===== config.mk =====
export PLATFORM = sky130hd
export DESIGN_NAME = mem_bus_arbiter
export DESIGN_NICKNAME = d
export VERILOG_FILES = /design/src/rtl/mem_bus_arbiter.sv
export SDC_FILE = /design/constraint.sdc
export NUM_CORES = 1
export LEC_CHECK = 0
export CORE_ASPECT_RATIO = 0.5
export CORE_MARGIN = 2
export CORE_UTILIZATION = 27
export CTS_BUF_LIST = sky130_fd_sc_hd__clkbuf_8
export CTS_CLUSTER_DIAMETER = 40
export CTS_CLUSTER_SIZE = 16
export DETAILED_ROUTE_END_ITERATION = 7
export GPL_TIMING_DRIVEN = 0
export PLACE_DENSITY = 0.65
export SLEW_MARGIN = 20
export SYNTH_ARGS = -nofsm -noshare
export SYNTH_HDL_FRONTEND = slang
export SYNTH_SLANG_ARGS = --single-unit

===== constraint.sdc =====
create_clock -name clk -period 2.4 [get_ports clk]
set_input_delay 0.48 -clock clk [delete_from_list [all_inputs] [get_ports clk]]
set_output_delay 0.48 -clock clk [all_outputs]
set_load 0.02 [all_outputs]

===== src/rtl/mem_bus_arbiter.sv =====
// mem_bus_arbiter: two-requester round-robin arbiter for the external memory pins.
// Optional MEMARB_LOCK_EN adds lock_0/lock_1 so a requester can keep the bus.
module mem_bus_arbiter #(
   parameter int RD_LAT = 1,
   parameter int AW     = 8,
   parameter int DW     = 8
) (
   input  logic          clk,
   input  logic          rst_n,
   input  logic          req_0,
   input  logic          req_1,
   input  logic          we_0,
   input  logic          we_1,
   input  logic [AW-1:0] addr_0,
   input  logic [AW-1:0] addr_1,
   input  logic [DW-1:0] wdata_0,
   input  logic [DW-1:0] wdata_1,
`ifdef MEMARB_LOCK_EN
   input  logic          lock_0,
   input  logic          lock_1,
`endif
   output logic          gnt_0,
   output logic          gnt_1,
   output logic          ack_0,
   output logic          ack_1,
   output logic [DW-1:0] rdata,
   output logic          busy,
   output logic [AW-1:0] ext_addr,
   output logic          ext_rd,
   output logic          ext_wr,
   output logic [DW-1:0] ext_wdata,
   output logic [DW-1:0] ext_wdata_oe,
   input  logic [DW-1:0] ext_rdata
);

   typedef enum logic [1:0] {
      IDLE,
      ACCESS,
      ACK
   } state_t;

   // last read cycle index; counter is 2 bits since RD_LAT is 1..4
   localparam logic [1:0] CNT_LAST = 2'(RD_LAT - 1);

   state_t        state;
   state_t        state_n;
   logic          last;
   logic          id;
   logic          we_q;
   logic [AW-1:0] addr_q;
   logic [DW-1:0] wdata_q;
   logic [1:0]    cnt;
   logic          take;
   logic          win;
   logic          keep_last;
   logic          acc;
   logic          rd_done;
   logic          lock_hold;
   logic          lock_now;

   assign acc     = (state == ACCESS);
   assign rd_done = acc && !we_q && (cnt == CNT_LAST);

`ifdef MEMARB_LOCK_EN
   assign lock_now = id ? lock_1 : lock_0;
`else
   assign lock_now = 1'b0;
`endif

   // next-state and arbitration decision
   always_comb begin
      state_n   = state;
      take      = 1'b0;
      win       = 1'b0;
      keep_last = 1'b0;
      unique case (state)
         IDLE: begin
            if (lock_hold && (id ? req_1 : req_0)) begin
               take      = 1'b1;
               win       = id;
               keep_last = 1'b1;
            end else if (req_0 && req_1) begin
               take = 1'b1;
               win  = ~last;
            end else if (req_0) begin
               take = 1'b1;
               win  = 1'b0;
            end else if (req_1) begin
               take = 1'b1;
               win  = 1'b1;
            end
            if (take) begin
               state_n = ACCESS;
            end
         end
         ACCESS: begin
            if (we_q || rd_done) begin
               state_n = ACK;
            end
         end
         ACK: begin
            state_n = IDLE;
         end
         default: begin
            state_n = IDLE;
         end
      endcase
   end

   // state register, request latch, read counter and data capture
   always_ff @(posedge clk or negedge rst_n) begin
      if (!rst_n) begin
         state     <= IDLE;
         last      <= 1'b1;
         id        <= 1'b0;
         we_q      <= 1'b0;
         addr_q    <= '0;
         wdata_q   <= '0;
         cnt       <= '0;
         rdata     <= '0;
         lock_hold <= 1'b0;
      end else begin
         state <= state_n;
         if (take) begin
            id      <= win;
            we_q    <= win ? we_1 : we_0;
            addr_q  <= win ? addr_1 : addr_0;
            wdata_q <= win ? wdata_1 : wdata_0;
            cnt     <= '0;
            if (!keep_last) begin
               last <= win;
            end
         end
         if (acc) begin
            cnt <= cnt + 2'd1;
         end
         if (rd_done) begin
            rdata <= ext_rdata;
         end
         if (state == ACK) begin
            lock_hold <= lock_now;
         end else if (state == IDLE) begin
            lock_hold <= 1'b0;
         end
      end
   end

   // pin drive and handshake pulses decoded from registered state
   always_comb begin
      busy         = (state != IDLE);
      ext_wr       = acc && we_q;
      ext_rd       = acc && !we_q;
      ext_addr     = acc ? addr_q : '0;
      ext_wdata    = ext_wr ? wdata_q : '0;
      ext_wdata_oe = ext_wr ? '1 : '0;
      gnt_0        = acc && (cnt == 2'd0) && !id;
      gnt_1        = acc && (cnt == 2'd0) && id;
      ack_0        = (state == ACK) && !id;
      ack_1        = (state == ACK) && id;
   end

endmodule


==> results.md <==
- Hold Fails Final Rpt: 0
- Clock Latency Late Sink: 0.29 ns
- Outcome: complete, no violations
- Most frequent cell after synthesis: dfrtp_1
- Post-synthesis adder-cell area fraction: 0.752%
- Vias in the first global route: 1603
- Synth Register Bits: 31
- Final min period: 2.31 ns
- WS Path Type: reg2out
- Post-synth top cells: dfrtp_1, inv_1, nand4_1, o21ai_0, o311ai_1
- DIE WIDTH: 115 um
- P per Cell Area: 1190 nW/um^2
- Dpl hpwl: 3680 um
- Clock buffer depth: 2
- Syn Nets: 219
- CORE AREA: 6010 sq um
- Warnings from Yosys: 0
- Compound-cell area share of the yosys netlist: 17.0%
- Drt initial violations: 118
- Per-cell routed wire length: 14.4 um
- Worst Reg2Reg Path Length in Cells: 5
- Setup Viol. Count Final: 0
- NumNets Final: 310
- FF-to-FF Start: state[1]$_DFFE_PN0P_
- Crit. path cell count: 5
- Total number of H-tree levels: 2
- Max Fclk: 434 MHz
- Via/cell ratio: 4.86
- Clock-pin slew on the worst setup and hold paths: 0.07 ns
- Post-synth EDFFs: 0
- First-pass GRT wire length: 7770 um
- Period utilisation layout: 96.1%
- Max VDD drop: 327 uV
- Grt ovf: 0
- Layout Area Growth over Synthesis: 62.8%
- Post-synth top area share: 45.1%
- Crit path required time: 1.92 ns
- CP max stage cell: dfrtp_1
- Starting density of the core: 27.7%
- Crit end category: primary output
- Post-route ant nets: 0
- Largest net degree at the start of global routing: 32
- Top cell type by total area after synthesis: dfrtp_1
- Crit path buffers/inverters: 3
- Reg2reg setup slack: 0.72 ns
- Post-CTS setup buffer count: 0
- # diodes: 0
- Final Max Slew Viols: 0
- CP delay by family, top: buffers and inverters
- Max-slew headroom: 53.5%
- Synth Area in Simple Gates: 18.0%
- Crit path arrival time: 1.83 ns
- CP Launch Point: state[0]$_DFFE_PN0P_
- Async SR Flop Fraction: 100%
- First-pass DRT Iterations: 4
- Worst slew pin tran: 0.697 ns
- Clock root buffer: clkbuf_8
- Drt total wl: 4920 um
- Skew final: 0.00516 ns
- Final Instance Count excl. Fillers: 341
- I/O pins: 85
- Mapped cell area: 1660 sq um
- Placed Instances: 333
- Critical Path Source Type: flop
- Netlist cell types: 28
- Die area: 6840 sq um
- CTS Buf Count: 5
- End of the critical path: ext_wdata[5]
- Mux cell area share after synthesis: 5.42%
- Mapped Cells: 172
- Lkg Pwr: 1.35 nW
- Die Height: 59.5 um
- Total global-route track usage: 14.9%
- Cts hold-fix bufs: 0
- Initial antenna violation count: 0
- Crit-path most repeated cell: clkbuf_4
- DP Worst Slack: -0.180 ns
- IO buf count: 84
- Utilization after layout: 45.1%
- Cell Chain, Critical Path: nor2b_1 -> clkbuf_4 -> clkbuf_4 -> and3_1 -> dlygate4sd2_1
- Avg Cell Area, Syn: 9.67 sq um
- Top cells by area, synth: dfrtp_1, o311ai_1, nand4_1
- Clock sink count: 31
- Slowest stage delay, CP: 0.41 ns
- Fraction of layout cells with a size suffix above 1: 11.0%
- Total number of vias: 1657
- PnR worst setup slack: 0.0937 ns
- Worst Path Max Fanout: 10
- XOR/XNOR share of the synthesized area: 0%
- MaxCap Viol Count: 0
- Top_reg_cell synth: dfrtp_1
- DRC viols: 0
- Site Rows: 20
- R2r endpoint: wdata_q[0]$_DFFE_PN0P_
- CTS tree: built
- Register area share after synthesis: 46.7%
- Largest family of logic cells by synthesized area: simple AND/OR/NAND/NOR gates
- RePlAce Congestion: 0.777
- Worst hold path class: in2async
area by class of cell:
type | instances | area, sq um
fillers | 587 | 3300
repair buffers | 84 | 843
flip-flops and latches | 31 | 777
multi-input cells | 99 | 687
plain buffers | 22 | 136
well taps | 77 | 96.3
clock buffers | 6 | 82.6
inverters | 20 | 75.1
clock inverters | 2 | 8.76
worst min-delay path by stage:
stage	cells past startpoint	to	from
floorplan	0	addr_q[0]$_DFFE_PN0P_	rst_n
global placement	1	cnt[0]$_DFFE_PN0P_	cnt[0]$_DFFE_PN0P_
detailed placement	1	rdata[0]$_DFFE_PN0P_	rdata[0]$_DFFE_PN0P_
CTS	1	rdata[0]$_DFFE_PN0P_	rst_n
global route	1	wdata_q[4]$_DFFE_PN0P_	rst_n
finish	1	rdata[0]$_DFFE_PN0P_	rst_n
cell usage in the layout, fill, tap and decap left out, types with 5 or more instances in the layout:
master,n
clkbuf_8,6
dlygate4sd2_1,10
dfrtp_1,30
nor2_1,5
buf_4,9
dlymetal6s2s_1,8
buf_2,5
mux2_1,8
inv_1,20
o21ai_0,17
clkbuf_1,6
and3_1,10
clkdlybuf4s50_1,64
o311ai_1,17
nand4_1,17
and2_1,8
repair_timing:
item | CTS | global route
gates resized for setup | 16 | 12
cloned | 0 | 0
endpoints found under the setup margin | 26 | 24
report_power, final:
| part | switching (mW) | internal (mW) |
|---|---|---|
| logic | 0.990 | 0.862 |
| registers | 0.142 | 0.798 |
| clock network | 0.196 | 0.227 |
per-layer routing:
layer | track usage, % | up-vias | part of all wire, %
met5 | 0 | - | 0
met4 | 5.16 | 0 | 1.2
met3 | 3.48 | 5 | 5.4
met2 | 24.7 | 46 | 49
met1 | 19.4 | 811 | 44
li1 | - | 795 | -
cell families (layout without fill, tap and decap cells):
family / after synthesis / after routing
buf+inv: 42 / 134
flops: 31 / 31
compound gates: 41 / 41
mux: 8 / 8
fa+ha+maj: 1 / 1
simple gates: 49 / 49
flip-flops by register name, indices dropped and copies added (netlist names):
register / flops
we_q: 1
wdata_q: 8
id: 1
cnt: 2
rdata: 8
last: 1
state: 2
addr_q: 8
through the flow:
stage	total power, mW	hold slack [ns]	TNS (ns)	area, sq um
CTS	3.23	0.263	0	2680
detailed placement	2.84	0.475	-1.53	2590
global placement	2.80	0.468	-1.53	2600
floorplan	2.03	0.184	0	1660
finish	3.21	0.239	0	2710
global route	3.45	0.292	-0.0528	2710
(Power assumes the default switching activity.)
